`config.mk`:
```
export PLATFORM = sky130hd
export DESIGN_NAME = gmii_tx_framer
export DESIGN_NICKNAME = d
export VERILOG_FILES = /design/src/rtl/gmii_tx_framer.sv
export SDC_FILE = /design/constraint.sdc
export NUM_CORES = 1
export LEC_CHECK = 0
export CORE_ASPECT_RATIO = 0.9
export CORE_MARGIN = 10
export CORE_UTILIZATION = 25
export DETAILED_ROUTE_END_ITERATION = 10
export MAX_ROUTING_LAYER = met4
export SLEW_MARGIN = 40
export SYNTH_ARGS = -nofsm -noshare
export SYNTH_HDL_FRONTEND = slang
export SYNTH_SLANG_ARGS = --single-unit
```
`constraint.sdc`:
```
create_clock -name clkIn -period 2.16 [get_ports clkIn]
set_input_delay 0.432 -clock clkIn [delete_from_list [all_inputs] [get_ports clkIn]]
set_output_delay 0.432 -clock clkIn [all_outputs]
set_load 0.005 [all_outputs]
```
`src/rtl/gmii_tx_framer.sv`:
```
// GMII transmit framer: wraps a valid/ready payload stream with preamble, SFD, zero pad,
// CRC-32 FCS and inter-frame gap. All GMII outputs are registered.
module gmii_tx_framer #(
    parameter int unsigned PREAMBLE_LEN = 7,
    parameter int unsigned MIN_PAYLOAD  = 60,
    parameter int unsigned MAX_PAYLOAD  = 1500,
    parameter int unsigned IFG_CYCLES   = 12
) (
    input  logic       clkIn,
    input  logic       rstIn,
    input  logic [7:0] dataIn,
    input  logic       validIn,
    input  logic       lastIn,
    output logic       readyOut,
    output logic [7:0] txdOut,
    output logic       txEnOut,
    output logic       txErOut,
    output logic       frameDoneOut,
    output logic       abortOut
);

    localparam logic [7:0]  PreLast  = 8'(PREAMBLE_LEN);
    localparam logic [7:0]  IfgLast  = 8'(IFG_CYCLES);
    localparam logic [10:0] MinBytes = 11'(MIN_PAYLOAD);
    localparam logic [10:0] MaxBytes = 11'(MAX_PAYLOAD);

    typedef enum logic [2:0] {StIdle, StPre, StSfd, StData, StPad, StFcs, StIfg} stateT;

    stateT       stateQ, stateD;
    logic [7:0]  cntQ, cntD;
    logic [10:0] byteCntQ, byteCntD;
    logic [31:0] crcQ, crcD;
    logic [7:0]  txdQ, txdD;
    logic        txEnQ, txEnD, txErQ, txErD, doneQ, doneD, abortQ, abortD;

    logic [10:0] byteCntInc;
    logic [31:0] crcInv;
    logic        startFrame;

    function automatic logic [31:0] crcByte(input logic [31:0] crc, input logic [7:0] data);
        logic [31:0] c;
        c = crc ^ {24'h000000, data};
        for (int i = 0; i < 8; i++) begin
            c = c[0] ? ((c >> 1) ^ 32'hEDB88320) : (c >> 1);
        end
        return c;
    endfunction

    assign readyOut   = (stateQ == StSfd) || (stateQ == StData && byteCntQ < MaxBytes);
    assign byteCntInc = byteCntQ + 11'd1;
    assign crcInv     = ~crcQ;

    // State names the kind of byte currently on the wire; outputs for the next cycle are
    // computed here and registered, so state and wire content move together.
    always_comb begin
        stateD     = stateQ;
        cntD       = cntQ;
        byteCntD   = byteCntQ;
        crcD       = crcQ;
        txdD       = 8'h00;
        txEnD      = 1'b0;
        txErD      = 1'b0;
        doneD      = 1'b0;
        abortD     = 1'b0;
        startFrame = 1'b0;
        unique case (stateQ)
            StIdle: startFrame = validIn;
            StPre: begin
                txEnD = 1'b1;
                if (cntQ == PreLast) begin
                    stateD = StSfd;
                    txdD   = 8'hD5;
                end else begin
                    cntD = cntQ + 8'd1;
                    txdD = 8'h55;
                end
            end
            StSfd, StData: begin
                txEnD = 1'b1;
                if (readyOut && validIn) begin
                    txdD     = dataIn;
                    byteCntD = byteCntInc;
                    crcD     = crcByte(crcQ, dataIn);
                    stateD   = StData;
                    if (lastIn) begin
                        cntD   = 8'd0;
                        stateD = (byteCntInc < MinBytes) ? StPad : StFcs;
                    end
                end else begin
                    // Underrun or maximum length: one error byte, then the gap.
                    txErD  = 1'b1;
                    abortD = 1'b1;
                    stateD = StIfg;
                    cntD   = 8'd0;
                end
            end
            StPad: begin
                txEnD = 1'b1;
                if (byteCntQ < MinBytes) begin
                    byteCntD = byteCntInc;
                    crcD     = crcByte(crcQ, 8'h00);
                end else begin
                    txdD   = crcInv[7:0];
                    stateD = StFcs;
                    cntD   = 8'd1;
                end
            end
            StFcs: begin
                if (cntQ < 8'd4) begin
                    txEnD = 1'b1;
                    txdD  = crcInv[{cntQ[1:0], 3'b000} +: 8];
                    doneD = (cntQ == 8'd3);
                    cntD  = cntQ + 8'd1;
                end else begin
                    stateD = StIfg;
                    cntD   = 8'd1;
                end
            end
            StIfg: begin
                if (cntQ == IfgLast) begin
                    stateD     = StIdle;
                    startFrame = validIn;
                end else begin
                    cntD = cntQ + 8'd1;
                end
            end
            default: stateD = StIdle;
        endcase

        if (startFrame) begin
            stateD   = StPre;
            cntD     = 8'd1;
            byteCntD = 11'd0;
            crcD     = 32'hFFFFFFFF;
            txdD     = 8'h55;
            txEnD    = 1'b1;
        end
    end

    always_ff @(posedge clkIn or negedge rstIn) begin
        if (!rstIn) begin
            stateQ   <= StIdle;
            cntQ     <= 8'd0;
            byteCntQ <= 11'd0;
            crcQ     <= 32'hFFFFFFFF;
            txdQ     <= 8'h00;
            txEnQ    <= 1'b0;
            txErQ    <= 1'b0;
            doneQ    <= 1'b0;
            abortQ   <= 1'b0;
        end else begin
            stateQ   <= stateD;
            cntQ     <= cntD;
            byteCntQ <= byteCntD;
            crcQ     <= crcD;
            txdQ     <= txdD;
            txEnQ    <= txEnD;
            txErQ    <= txErD;
            doneQ    <= doneD;
            abortQ   <= abortD;
        end
    end

    assign txdOut       = txdQ;
    assign txEnOut      = txEnQ;
    assign txErOut      = txErQ;
    assign frameDoneOut = doneQ;
    assign abortOut     = abortQ;

endmodule

```
==> flow_summary_export.csv, run 1 <==
group,metric,value,unit
run_status,outcome,"finished, violations left",
run_status,violations,"setup timing",
logic_synthesis,synth_edf_count,0,
clock_network,path_clk_slew,60,ps
setup_path,crit_arrival,2440,ps
clock_network,cts_buffers,9,
cells_and_area,final_cell_mix,"buf_4 (125), xnor2_1 (79), nor2_1 (53)",
floorplanning,rows,49,
pwr,peakVddDrop,0.636,mV
floorplanning,die_h,154,um
setup_path,crit_type,"flop to flop",
floorplanning,die_x,169,um
cells_and_area,insertedDiodeCount,0,
sta,finalSetupTns,-174,ps
logic_synthesis,ys_ff_latch,65,
sta,grt_setup_unrepaired,"true",
logic_synthesis,yosys_most_used_dff,"dfrtp_1",
sta,worst_pin_slew,477,ps
route,wl_per_cell,17.2,um
pwr,power.density,1670,nW/um^2
cells_and_area,final_common_cell,"buf_4",
route,antenna_left,0,
sta,hold_viol,0,
logic_synthesis,netlist_area,5020,sq um
cells_and_area,nets,702,
cells_and_area,drive_gt1_share,35.5,%
route,wirelength,16.3,mm
route,num_vias,4582,
global_route,grtUsageTotal,12.2,%
logic_synthesis,yosysSeqAreaShare,33.2,%
floorplanning,pin_count,25,
clock_network,cts_root_buf,"clkbuf_16",
clock_network,clk_path_buf_depth,2,
global_route,antenna_found_initial,0,
logic_synthesis,syn_area_per_cell,9.04,sq um
setup_path,critical_path.cell_chain,"or4_4 -> nor4_4 -> o21a_2 -> o21ai_2 -> buf_4 -> o21ai_1 -> o31ai_2",
cells_and_area,areaGrowthSynthToFinish,40.2,%
clock_network,htreeDepth,3,
sta,max_slew_margin,67.9,%
logic_synthesis,ys.warnings.count,0,
pwr,power,0.0118,W
clock_network,cts_tree,"done",
clock_network,numClockSinks,65,
setup_path,cp.required,2380,ps
sta,final_max_slew_viol_count,0,
flow_run,drv_cap,0,
logic_synthesis,synth_fp_nets,572,
sta,fin_skew,6.75,ps
route,drc,0,
sta,fmax,451,MHz
sta,setup_slack,-58.8,ps
setup_path,critPathMaxFanout,6,
sta,setup_viol,4,
setup_path,end_kind,"flop",
cells_and_area,stdcell_count,945,
sta,min_period,2220,ps
setup_path,cp_slowest_cell,"or4_4",
floorplanning,coreArea,19900,sq um
global_route,grt_pass1_wl,24.9,mm
route,via_per_inst,4.85,
logic_synthesis,async_reset_ff_share,100,%
hold_path,hold_path_class,"input pin to asynchronous set/reset pin",
placement,dp_cells,909,
logic_synthesis,synthCells,555,
floorplanning,floorplan.initialDensity,25.3,%
placement,gp_congestion,0.914,
sta,finalCritPeriodShare,103,%
placement,dp_hpwl,11.5,mm
setup_path,max_stage_delay,590,ps
global_route,grt_overflow,0,
setup_path,start_kind,"flop",
placement,io_buffer_count,24,
route,drtIter0Drc,283,
clock_network,clock_latency,340,ps
clock_network,holdBufCountCts,0,
route,drt-pass1-iter-count,4,
global_route,grt_pass1_vias,4481,
logic_synthesis,synth.distinct_cells,64,
floorplanning,die_area,26100,sq um
global_route,grt_max_degree,66,
pwr,leakagePower,2.93,nW
-- power by group --
part | total, W | internal [W] | switching (W)
logic | 0.00832 | 0.00416 | 0.00417
clock network | 0.00149 | 0.000951 | 0.000538
registers | 0.00195 | 0.00168 | 0.000271
total | 0.0118 | 0.00679 | 0.00498
-- metal layers --
metal | GRT usage, % | part of all wire [%]
met2 | 18.5 | 47
met3 | 2.28 | 5.6
met1 | 16.1 | 45
met5 | - | 0
met4 | 3.57 | 2.0
-- through the flow --
step	area (sq um)	hold WS [ps]	utilization [%]	setup WS (ps)
6_report	7040	108	35.4	-58.8
5_1_grt	7040	132	35.4	-149
3_3_place_gp	6300	491	31.7	-373
4_1_cts	6680	130	33.6	-13.2
3_5_place_dp	6300	489	31.7	-393
2_1_floorplan	5040	136	-	3.31
-- cell type report --
cell class | count | area [sq um]
Sequential cell | 65 | 1670
Fill cell | 2025 | 12800
Multi-Input combinational cell | 439 | 3370
Timing Repair Buffer | 160 | 1350
Clock buffer | 13 | 260
Tap cell | 255 | 319
Clock inverter | 3 | 38.8
Inverter | 10 | 37.5
-- registers in the layout, summed over array words and instances (netlist names) --
signal and flops:
cntQ 8, frameDoneOut 1, abortOut 1, txdOut 8, byteCntQ 11, stateQ 3, txEnOut 1, crcQ 32
-- critical path, delay by kind of cell, from the launching register on --
| kind | cells | cell delay, ps |
|---|---|---|
| simple gates | 2 | 860 |
| flops | 1 | 380 |
| compound gates | 4 | 660 |
| buf+inv | 1 | 190 |
-- cells in the mapped netlist (all sizes together) (4+ instances only) --
master	instances	area, sq um
a21o	4	30.0
nor2	59	221
nand2	46	173
xnor2	85	808
o31ai	10	75.1
nand4	4	25.0
nand3	12	60.1
nor2b	5	31.3
inv	10	37.5
a21oi	42	210
o22ai	6	43.8
o211ai	8	60.1
buf	22	129
clkbuf	19	71.3
dfrtp	33	826
o21ai	45	229
and3	8	50.1
xor2	41	374
ha	5	62.6
o221ai	6	52.6
dfstp	32	841
mux4	8	180
-- worst paths after layout --
| check | end | from | depth (start not counted) | slack [ps] |
|---|---|---|---|---|
| min in group clkIn | crcQ[13] | crcQ[13] | 2 | 520 |
| worst min register to register | crcQ[13] | crcQ[13] | 2 | 520 |
| max in group asynchronous | crcQ[22] | rstIn | 2 | 1710 |
| worst max-delay path | cntQ[6] | cntQ[6] | 7 | -60 |
| worst min-delay path | txdOut[3] | rstIn | 2 | 110 |
| worst max register to register | cntQ[6] | cntQ[6] | 7 | -60 |
-- kinds of logic after synthesis --
group	after synthesis	synth area share, %
AO/OA/AOI/OAI	143	17.7
adder cells (fa/ha/maj)	5	1.25
AND/OR/NAND/NOR	151	14.0
XOR/XNOR	129	24.9
flip-flops	65	33.2
multiplexers	11	4.21
buffers and inverters	51	4.74
-- timing repair --
action | in CTS | in global routing
gates resized for setup | 20 | 41
buffers inserted | 2 | 15
pin swaps | 4 | 17
endpoints found under the setup margin | 40 | 43
cloned | 0 | 3
Note: power is estimated with default switching activity, not from simulation.
==> run 2: changes to the inputs <==
--- a/config.mk
+++ b/config.mk
@@ -7,7 +7,7 @@
 export LEC_CHECK = 0
 export CORE_ASPECT_RATIO = 0.9
 export CORE_MARGIN = 10
-export CORE_UTILIZATION = 25
+export CORE_UTILIZATION = 26
 export DETAILED_ROUTE_END_ITERATION = 10
 export MAX_ROUTING_LAYER = met4
 export SLEW_MARGIN = 40
==> run 2 against run 1 <==
- register-to-register slack better by 60 ps
- power is 2.8% lower
- utilization is 1.4 points higher
- non-clock buffer count is 5 lower
- sequential share of layout area hardly changed
- largest cell class unchanged
- largest power group unchanged
- the run now ends clean
- critical path depth is 2 higher
==> flow_summary_export.csv, run 2 (synthesized netlist as in run 1, its figures left out) <==
group,metric,value,unit
run_status,outcome,"completed",
floorplanning,die_x,166,um
setup_path,crit_arrival,2410,ps
cells_and_area,final_cell_mix,"buf_4 (121), xnor2_1 (78), nor2_1 (55)",
setup_path,r2r-start,"cntQ[6]",
clock_network,clk_path_buf_depth,2,
clock_network,clock_latency,350,ps
cells_and_area,final_util,36.8,%
cells_and_area,drive_gt1_share,35.5,%
cells_and_area,insertedDiodeCount,0,
clock_network,cts_tree,"done",
cells_and_area,top_regs,"crcQ (32), byteCntQ (11)",
sta,finalSetupTns,0,ps
route,via_per_inst,4.82,
sta,min_period,2160,ps
flow_run,drv_cap,0,
hold_path,hold_path_class,"input pin to asynchronous set/reset pin",
floorplanning,pin_count,25,
sta,setup_viol,0,
pwr,peakVddDrop,0.695,mV
clock_network,holdBufCountCts,0,
route,wl_per_cell,16.5,um
cells_and_area,regArea,1670,sq um
route,num_vias,4506,
clock_network,cts_buffers,9,
sta,fin_skew,7.19,ps
floorplanning,coreArea,19100,sq um
cells_and_area,largest-register,"crcQ",
sta,worst_pin_slew,578,ps
setup_path,worst_r2r_endpoint,"txdOut[5]",
sta,fmax,464,MHz
clock_network,numClockSinks,65,
global_route,grt_pass1_wl,25.1,mm
cells_and_area,fillers,1915,
pwr,leakagePower,2.91,nW
sta,final_max_slew_viol_count,0,
cells_and_area,nets,697,
clock_network,htreeDepth,3,
cells_and_area,areaGrowthSynthToFinish,40.0,%
setup_path,end_kind,"flop",
route,drtIter0Drc,265,
cells_and_area,multi_input_comb_area,3370,sq um
sta,finalCritPeriodShare,99.8,%
floorplanning,rows,48,
global_route,grt_pass1_vias,4568,
sta,hold_viol,0,
setup_path,rr_worst_depth,9,
floorplanning,floorplan.initialDensity,26.3,%
global_route,grt_overflow,0,
cells_and_area,largest_reg_flops,32,
setup_path,crit_path_start,"cntQ[6]",
global_route,grtUsageTotal,12.5,%
sta,grt_setup_unrepaired,"true",
sta,max_slew_margin,61.5,%
route,drc,0,
setup_path,start_kind,"flop",
placement,dp_hpwl,11.5,mm
setup_path,rrSetupSlack,4,ps
placement,gp_congestion,0.913,
pwr,power.density,1630,nW/um^2
cells_and_area,final_common_cell,"buf_4",
floorplanning,die_area,25300,sq um
setup_path,critPathMaxFanout,8,
placement,io_buffer_count,24,
setup_path,cp.required,2410,ps
route,wirelength,15.4,mm
global_route,antenna_found_initial,0,
route,antenna_left,0,
clock_network,cts_root_buf,"clkbuf_16",
clock_network,path_clk_slew,50,ps
setup_path,setup.worst_path.end,"txdOut[5]",
global_route,grt_max_degree,27,
floorplanning,die_h,152,um
setup_path,crit_type,"flop to flop",
route,drt-pass1-iter-count,4,
==> run 2: layer usage <==
layer | global-route usage, % | share of wire [%] | up-vias
met2 | 18.9 | 46 | 106
li1 | - | - | 2172
met1 | 16.3 | 47 | 2209
met3 | 3.30 | 5.5 | 19
met5 | - | 0 | -
met4 | 2.97 | 1.2 | 0
==> run 2: timing repair <==
item,CTS,global route
gates cloned,0,0
pin swaps,3,17
endpoints found under the setup margin,44,52
setup buffers,9,6
resized for setup,19,35
==> run 2: final cells by class <==
class,instances,area share (%)
Clock buffer,15,4.24
Clock inverter,1,0.427
Inverter,10,0.534
Multi-Input combinational cell,439,48.0
Sequential cell,65,23.7
Tap cell,250,4.45
Timing Repair Buffer,155,18.6
==> run 2: stage by stage <==
stage / cells / hold WS, ps / total power, W / worst slack, ps / cell area, sq um
after floorplan: 555 / 136 / 0.00682 / 3.31 / 5040
after global placement: 904 / 466 / 0.00927 / -472 / 6320
after detailed placement: 904 / 474 / 0.00935 / -458 / 6320
after CTS: 929 / 107 / 0.0112 / -31.8 / 6800
after global routing: 935 / 129 / 0.0123 / -86.7 / 7030
final: 935 / 94.2 / 0.0114 / 4.28 / 7030
==> run 2: how the worst min path moves through the flow <==
stage                      to  cells after the start  slack [ps]   from
floorplan            abortOut                      0         140  rstIn
global placement    txdOut[0]                      1         470  rstIn
detailed placement  txdOut[4]                      1         470  rstIn
CTS                 txdOut[2]                      1         110  rstIn
global route        txdOut[2]                      1         130  rstIn
finish              txdOut[2]                      1          90  rstIn
==> run 2: critical path, stage by stage, from the launching register on <==
cell	delay [ps]
dfrtp_1	380
or4_4	590
buf_6	160
nor3_4	150
buf_4	150
nand3_1	70
buf_4	190
o22ai_1	110
a21oi_1	80
nor2_1	180
==> run 2: where the power goes <==
part           internal (W)  total [W]  switching [W]  leakage [nW]
logic               0.00395    0.00789        0.00394          1.97
registers           0.00168    0.00195       0.000267         0.779
clock network       0.00105    0.00160       0.000549         0.162
total               0.00668     0.0114        0.00476          2.91
